==> config.mk <==
export PLATFORM = sky130hd
export DESIGN_NAME = io_port_responder
export DESIGN_NICKNAME = d
export VERILOG_FILES = /design/src/rtl/io_port_pkg.sv /design/src/rtl/io_port_timer.sv /design/src/rtl/io_port_responder.sv
export SDC_FILE = /design/constraint.sdc
export NUM_CORES = 1
export LEC_CHECK = 0
export CAP_MARGIN = 30
export CELL_PAD_IN_SITES_DETAIL_PLACEMENT = 1
export CELL_PAD_IN_SITES_GLOBAL_PLACEMENT = 1
export CORE_ASPECT_RATIO = 0.9
export CORE_UTILIZATION = 41
export DETAILED_ROUTE_END_ITERATION = 10
export PLACE_DENSITY = 0.9
export SLEW_MARGIN = 10
export SYNTH_ARGS = -nofsm -noshare
export SYNTH_HDL_FRONTEND = slang
export SYNTH_SLANG_ARGS = --single-unit
==> constraint.sdc <==
create_clock -name clk -period 2.9 [get_ports clk]
set_input_delay 0.435 -clock clk [delete_from_list [all_inputs] [get_ports clk]]
set_output_delay 0.435 -clock clk [all_outputs]
set_load 0.02 [all_outputs]
==> src/rtl/io_port_pkg.sv <==
// Address map and constants shared by the port responder and its timer.
// Latency: n/a (declarations only).
// Backpressure: n/a.
package io_port_pkg;
    localparam logic [4:0] ADDR_OUT0    = 5'h00;
    localparam logic [4:0] ADDR_OUT1    = 5'h01;
    localparam logic [4:0] ADDR_OUT2    = 5'h02;
    localparam logic [4:0] ADDR_OUT3    = 5'h03;
    localparam logic [4:0] ADDR_IN0     = 5'h04;
    localparam logic [4:0] ADDR_IN1     = 5'h05;
    localparam logic [4:0] ADDR_IN2     = 5'h06;
    localparam logic [4:0] ADDR_IN3     = 5'h07;
    localparam logic [4:0] ADDR_EVENT   = 5'h08;
    localparam logic [4:0] ADDR_TCOUNT  = 5'h09;
    localparam logic [4:0] ADDR_TCMP    = 5'h0A;
    localparam logic [4:0] ADDR_STATUS  = 5'h0B;
    localparam logic [4:0] ADDR_IRQMASK = 5'h0C;

    localparam int STATUS_MATCH_BIT = 0;
    localparam int STATUS_EVT_BIT   = 1;

    localparam logic [15:0] TCMP_RESET = 16'hFFFF;
endpackage

==> src/rtl/io_port_timer.sv <==
// Prescaled 16-bit tick counter with a compare register and sticky MATCH flag.
// Latency: all outputs registered; MATCH sets on the edge TCOUNT steps onto TCMP.
// Backpressure: none; control strobes are single-cycle and always accepted.
module io_port_timer
    import io_port_pkg::*;
#(
    parameter logic [15:0] PRESCALE = 16'd50000
) (
    input  logic        clk,
    input  logic        reset,
    input  logic        clr_count,
    input  logic        wr_cmp,
    input  logic [15:0] cmp_data,
    input  logic        clr_match,
    output logic [15:0] count,
    output logic [15:0] cmp,
    output logic        match
);
    logic [15:0] r_presc;
    logic [15:0] r_count;
    logic [15:0] r_cmp;
    logic        r_match;
    logic        w_tick;
    logic [15:0] w_count_inc;

    assign w_tick      = (r_presc == PRESCALE - 16'd1);
    assign w_count_inc = r_count + 16'd1;

    always_ff @(posedge clk) begin
        if (reset) begin
            r_presc <= '0;
            r_count <= '0;
            r_cmp   <= TCMP_RESET;
            r_match <= 1'b0;
        end else begin
            if (clr_count) begin
                r_presc <= '0;
                r_count <= '0;
            end else if (w_tick) begin
                r_presc <= '0;
                r_count <= w_count_inc;
            end else begin
                r_presc <= r_presc + 16'd1;
            end
            if (wr_cmp) r_cmp <= cmp_data;
            // Only an actual increment can set MATCH; a cleared counter never does.
            r_match <= (r_match & ~clr_match) |
                       (w_tick & ~clr_count & (w_count_inc == r_cmp));
        end
    end

    assign count = r_count;
    assign cmp   = r_cmp;
    assign match = r_match;
endmodule

==> src/rtl/io_port_responder.sv <==
// Port-bus responder: OUT regs, synced IN ports, EVENT capture, timer; IO_PORT_IRQ_EN adds IRQMASK/irq.
// Latency: read data combinational (0 cycles); writes commit on the we edge; IN lags pins by SYNC_STAGES.
// Backpressure: none; every access completes in the cycle it is presented.
module io_port_responder
    import io_port_pkg::*;
#(
    parameter logic [15:0] PRESCALE    = 16'd50000,
    parameter int          SYNC_STAGES = 2
) (
    input  logic        clk,
    input  logic        reset,
    input  logic [4:0]  dirport,
    input  logic [15:0] outport,
    input  logic        we,
    output logic [15:0] inport,
    input  logic [63:0] in_pins,
    output logic [63:0] out_pins
`ifdef IO_PORT_IRQ_EN
    ,
    output logic        irq
`endif
);
    logic [3:0][15:0] r_out;
    logic [63:0]      r_sync [SYNC_STAGES];
    logic [15:0]      r_in0_prev;
    logic [15:0]      r_event;
    logic [63:0]      w_in;
    logic [15:0]      w_edge;
    logic [15:0]      w_count;
    logic [15:0]      w_cmp;
    logic             w_match;
    logic [15:0]      w_status;
    logic             w_wr_event;
    logic             w_wr_status;

    assign w_in        = r_sync[SYNC_STAGES-1];
    assign w_edge      = w_in[15:0] & ~r_in0_prev;
    assign w_wr_event  = we && (dirport == ADDR_EVENT);
    assign w_wr_status = we && (dirport == ADDR_STATUS);
    assign w_status    = {14'd0, |r_event, w_match};

    always_ff @(posedge clk) begin
        if (reset) begin
            r_out      <= '0;
            r_in0_prev <= '0;
            r_event    <= '0;
            for (int i = 0; i < SYNC_STAGES; i++) r_sync[i] <= '0;
        end else begin
            if (we && (dirport <= ADDR_OUT3)) r_out[dirport[1:0]] <= outport;
            r_sync[0] <= in_pins;
            for (int i = 1; i < SYNC_STAGES; i++) r_sync[i] <= r_sync[i-1];
            r_in0_prev <= w_in[15:0];
            // A fresh edge survives a W1C of the same bit in the same cycle.
            r_event <= (r_event & ~(w_wr_event ? outport : 16'd0)) | w_edge;
        end
    end

    io_port_timer #(.PRESCALE(PRESCALE)) u_timer (
        .clk       (clk),
        .reset     (reset),
        .clr_count (we && (dirport == ADDR_TCOUNT)),
        .wr_cmp    (we && (dirport == ADDR_TCMP)),
        .cmp_data  (outport),
        .clr_match (w_wr_status && outport[STATUS_MATCH_BIT]),
        .count     (w_count),
        .cmp       (w_cmp),
        .match     (w_match)
    );

`ifdef IO_PORT_IRQ_EN
    logic [1:0] r_irqmask;
    logic       r_irq;

    always_ff @(posedge clk) begin
        if (reset) begin
            r_irqmask <= '0;
            r_irq     <= 1'b0;
        end else begin
            if (we && (dirport == ADDR_IRQMASK)) r_irqmask <= outport[1:0];
            r_irq <= |(w_status[1:0] & r_irqmask);
        end
    end

    assign irq = r_irq;
`endif

    always_comb begin
        inport = 16'h0000;
        case (dirport)
            ADDR_OUT0, ADDR_OUT1, ADDR_OUT2, ADDR_OUT3: inport = r_out[dirport[1:0]];
            ADDR_IN0, ADDR_IN1, ADDR_IN2, ADDR_IN3:     inport = w_in[{dirport[1:0], 4'b0000} +: 16];
            ADDR_EVENT:   inport = r_event;
            ADDR_TCOUNT:  inport = w_count;
            ADDR_TCMP:    inport = w_cmp;
            ADDR_STATUS:  inport = w_status;
`ifdef IO_PORT_IRQ_EN
            ADDR_IRQMASK: inport = {14'd0, r_irqmask};
`endif
            default:      inport = 16'h0000;
        endcase
    end

    assign out_pins = r_out;
endmodule

Word-level counts from Yosys, hierarchy flattened
Memories as Yosys holds them, arrays and structs flattened.
Cells that the tools add are included.
{ "word_totals": {"out_inout_bits": 80, "inputBits": 88, "regBits": 145, "elab_cells": 68, "rom_bits": 0, "latchBits": 0, "ramBits": 128, "mem_count": 1} }
{ "classes": {"mux": 12, "add_sub_neg": 2, "n_bitwise": 13, "n_lt_le_gt_ge": 3, "n_eq_ne": 13, "n_mul": 0, "n_reduce_logical": 13, "div_mod_pow": 0, "n_shift": 1} }
{ "memory_table": {"columns": ["memory", "depth", "width", "rd", "rd_clocked_by_memory_dff", "wr", "line", "source"], "rows": [
  ["r_sync", 2, 64, 2, 0, 2, "io_port_responder.sv:24", "logic [63:0] r_sync [SYNC_STAGES];"]
]} }
{ "ops": {"columns": ["cell", "count"], "rows": [
  ["64-bit two-way mux", 2],
  ["16-bit one-hot mux with 6 select lines", 1],
  ["64-bit bitwise mux", 1],
  ["64-bit by 7-bit indexed part select with 16-bit output", 1],
  ["16-bit two-way mux", 3],
  ["16-bit by 1-bit adder with 16-bit output, second input constant", 2],
  ["16-bit AND", 2],
  ["16-bit binary-select mux with 2-bit select", 1],
  ["16-bit demux with 2-bit select", 1],
  ["16-bit inverter", 2],
  ["5-bit by 3-bit == test with 1-bit output, second input constant", 4],
  ["5-bit by 4-bit == test with 1-bit output, second input constant", 4],
  ["16-bit == test", 1],
  ["16-bit == test, second input constant", 1],
  ["16-bit bitwise OR", 1],
  ["16-bit OR reduction", 1],
  ["5-bit by 2-bit == test with 1-bit output, second input constant", 2],
  ["4-bit OR reduction", 2],
  ["1-bit logical AND", 7],
  ["5-bit by 1-bit == test with 1-bit output, second input constant", 1],
  ["5-bit by 2-bit less-or-equal comparator with 1-bit output, second input constant", 1],
  ["5-bit logical NOT", 1],
  ["1-bit AND", 3],
  ["2-bit by 3-bit < comparator with 1-bit output, second input constant", 1],
  ["other kinds (6)", 11]
]} }

Longest topological paths before layout
{ "depth": {"ltp_word": 6, "depth_mapped": 9, "mapped_depth_nobuf": 7} }

Cells and area by module
Synthesis repeated with hierarchy kept, for this count alone.
{ "unflattened": {"hier_cells": 1108, "hier_area_um2": 10855.4} }
{ "modules_own_cells": {"columns": ["module", "area_per_inst_um2", "instances", "cells_each", "seq_area_each_um2"], "rows": [
  ["io_port_responder", 8376.8, 1, 819, 4484.3],
  ["io_port_timer", 2478.6, 1, 289, 980.9]
]} }

Least setup slack after synthesis
No wires, ideal clock.
{ "synth_timing": {"path_type": "input -> output", "start": "in dirport[0]", "end": "out inport[12]", "arrival_ns": 2.006, "n_path_buf": 3, "slack_ns": 0.459, "t_required_ns": 2.465, "stages": 7, "cell_sequence": "clkbuf_1 -> buf_2 -> buf_1 -> mux2i_1 -> o21ai_0 -> a21oi_1 -> nor2_1"} }
{ "synth_via": {"elab_chain_len": 3, "word_cells_on_any_way": 18, "cone_classes": "eq/ne: 11; shift: 1; mux: 3; reduce/logical: 3"} }
{ "synth_lines": {"columns": ["element", "line", "source"], "rows": [
  ["from (decl)", "io_port_responder.sv:12", "input logic [4:0] dirport,"],
  ["branches (longest 2 deep; another with 64-bit by 7-bit indexed part select with 16-bit output)", null, null],
  ["16-bit one-hot mux with 6 select lines (*)", "io_port_responder.sv:89", "case (dirport)"],
  ["to (decl)", "io_port_responder.sv:15", "output logic [15:0] inport,"]
]} }
Every way passes the cells marked *. The select of a mux whose other input is x is not followed.

==> results.yml <==
run_status:
  status: "finished clean"
worst_setup_path:
  required_ns: 2.47
  start_kind: "register"
  r2r_start: "u_timer.count[0]"
  path_class: "reg2out"
  critPathArrivalTime_ns: 2.40
  cp_max_fo: 1
  r2r_cells: 7
  worstSetupEndpointType: "primary output"
  r2r_slack_ns: 0.36
  rr_endpoint: "u_timer.match"
logic_synthesis:
  synthMuxAreaShare_pct: 13.0
  netlist_top_cells_count: "273 x dfxtp_1, 163 x nor2b_1, 122 x nor2_1"
  synthDistinctLibCells: 52
  yosys.area_share.simple_pct: 24.0
  yosysTopAreaCellShare_pct: 50.4
  ys_ff_latch: 273
  synth_area_leaders: "dfxtp_1 50%, nor2b_1 9.4%, mux4_2 7.1%"
  synthXorXnorAreaFrac_pct: 3.79
  ys_async_sr_fraction_pct: 0
  ys.warnings.count: 0
  avgSynthCellArea_sq_um: 9.72
  synth_nets: 1207
  yosys.area_share.adder_pct: 0.323
  syn_area_sq_mm: 0.0109
  synth_most_common_cell: "dfxtp_1"
  synth_top_area_cell: "dfxtp_1"
  synth_top_family_by_area: "simple AND/OR/NAND/NOR gates"
  synth_edf_count: 0
  ys_seq_area_share_pct: 50.4
  synth_compound_area_share_pct: 5.41
  ys.flop_type: "dfxtp_1"
  syn_inst: 1117
power_and_ir_drop:
  total_leakage_power_nw: 5.57
  p_int_w: 0.00656
  vdd_drop_max_mv: 0.439
  p_switching_w: 0.00194
  p_comb_share_pct: 7.6
  power_w: 0.00850
  clock_power_share_pct: 46.1
  swShare_pct: 22.8
  seq_power_share_pct: 46.3
  power_density_mw_per_mm2: 602
timing:
  grt_setup_unrepaired: "false"
  relSlewSlack_pct: 56.6
  max_slew.worst_pin.slew_ns: 0.650
  post-route-period-util_pct: 97.6
  drv_slew: 0
  final-setup-viol-count: 0
  whs_ns: 0.333
  layout_setup_ws_ns: 0.0697
  max_freq_mhz: 353
  clock_skew_ns: 0.0132
  fin_crit_ns: 2.83
  hold_viol: 0
routing:
  num_vias: 9031
  drc: 0
  postRouteAntennaNets: 0
  avgRoutedWirePerCell_um: 22.0
  totalWireLength_um: 36200
  firstDrtPassIters: 5
  via_per_inst: 5.47
  drt_iter0_markers: 796
clock_network:
  path_clk_slew_ns: 0.06
  cts_tree: "yes"
  cts_setup_buffers: 0
  ctsHtreeMaxLevel: 1
  numCtsBuffers: 28
  clockBufferDepth: 3
  insertion_delay_ns: 0.56
  root_buffer: "clkbuf_16"
  ctsHoldBuffers: 0
  cts.sinks: 273
place:
  place.gp.congestion: 1.01
  place_ws_ns: -0.0312
  hpwlAfterDp_um: 25700
  place_area_sq_mm: 0.0130
  io_buffer_count: 167
final_layout:
  layout-drive-gt1-share_pct: 11.3
  multi_input_area_sq_mm: 0.00508
  fillCellCount: 2834
  antenna_cells: 0
  post-route-util_pct: 54.3
  area_growth_pct: 30.0
  nets: 1371
  regArea_sq_mm: 0.00547
  design_area_sq_mm: 0.0141
global_routing:
  grt_pass1_wl_um: 56000
  grt_max_degree: 80
  first_global_vias: 9493
  track_usage_pct: 26.6
  antenna_found_initial: 0
  grt_remaining_overflow: 0
worst_hold_path:
  whs_endpoint: "r_sync[0][46]"
  min_path_type: "in2reg"
  hold_depth: 2
  hold_start: "reset"
floorplanning:
  io_pins: 168
  std_cell_rows: 56
  initial_core_util_pct: 41.7
  dieArea_sq_mm: 0.0271
  dieWidth_um: 173
  core_sq_mm: 0.0260
  die_y_um: 156
run:
  max_cap_violations: 0
-- worst max path at each step --
stage,from,end,slack [ns],cells past startpoint
4_1_cts,r_event[4],inport[1],0.005,7
3_3_place_gp,dirport[0],inport[2],0.04,9
6_report,r_sync[0][116],inport[4],0.07,6
3_5_place_dp,dirport[0],inport[4],-0.03,8
5_1_grt,dirport[0],inport[7],0.004,9
2_1_floorplan,dirport[0],inport[12],0.46,7
-- stage by stage --
stage	std cells	TNS [ns]
3_5_place_dp	1599	-0.0312
3_3_place_gp	1599	0
6_report	1650	0
2_1_floorplan	1117	0
4_1_cts	1650	0
5_1_grt	1650	0
-- kinds of logic (layout without fill, tap and decap cells) --
family | count (synthesis) | in the layout
AO/OA/AOI/OAI | 106 | 106
multiplexers | 98 | 98
flip-flops | 273 | 273
buffers and inverters | 85 | 270
AND/OR/NAND/NOR | 505 | 505
XOR/XNOR | 47 | 47
adder cells (fa/ha/maj) | 3 | 3
-- power groups by stage --
stage          clock network [W]  registers [W]  logic [W]
3_3_place_gp                   0        0.00400   0.000602
6_report                 0.00392        0.00393   0.000644
5_1_grt                  0.00413        0.00394   0.000681
2_1_floorplan                  0        0.00398   0.000312
4_1_cts                  0.00398        0.00393   0.000633
3_5_place_dp                   0        0.00401   0.000621
-- what timing repair did --
item | 4_1_cts | 5_1_grt
setup endpoints to repair | 5 | 12
resized for setup | 10 | 19
pin swaps | 1 | 3
-- cell type report --
type,count,share of cell area [%]
timing repair buffer,215,14.8
multi-input combinational,759,36.0
sequential,273,38.8
clock buffer,40,5.71
inverter,4,0.106
clock inverter,11,1.49
tap,348,3.09
-- worst max-delay path, stage by stage (launching register included) --
cell           delay [ns]
dfxtp_1              0.34
mux4_2               0.50
mux2i_1              0.17
nor2_1               0.09
a21oi_1              0.24
nor2_1               0.13
dlygate4sd2_1        0.35
-- cell usage in the layout, fill, tap and decap left out, drive strengths merged, types with 3 or more instances in the layout --
cell type / instances
a21oi: 70
and2: 3
and3: 5
and4: 4
buf: 52
bufinv: 5
clkbuf: 40
clkdlybuf4s50: 149
clkinv: 4
dfxtp: 273
dlygate4sd2: 4
dlymetal6s2s: 10
inv: 4
mux2i: 64
mux4: 34
nand2: 107
nand3: 53
nand3b: 15
nand4: 9
nor2: 123
nor2b: 163
nor3: 3
nor4: 6
o21ai: 21
o311ai: 3
or3: 4
or4: 3
xnor2: 23
xor2: 24
-- registers in the layout, summed over array words and instances, names as in the netlist --
signal,cells
u_timer.r_presc,16
r_sync,128
u_timer.count,16
u_timer.cmp,16
u_timer.match,1
out_pins,64
r_in0_prev,16
r_event,16
-- metal layers --
| layer | GRT usage [%] | vias to the layer above | wire length (um) |
|---|---|---|---|
| met5 | 0 | - | 0 |
| met4 | 9.48 | 0 | 1170 |
| met3 | 5.10 | 91 | 2540 |
| met2 | 45.6 | 426 | 17400 |
| met1 | 33.6 | 4428 | 15200 |
| li1 | - | 4086 | - |
Note: power is estimated with default switching activity, not from simulation.
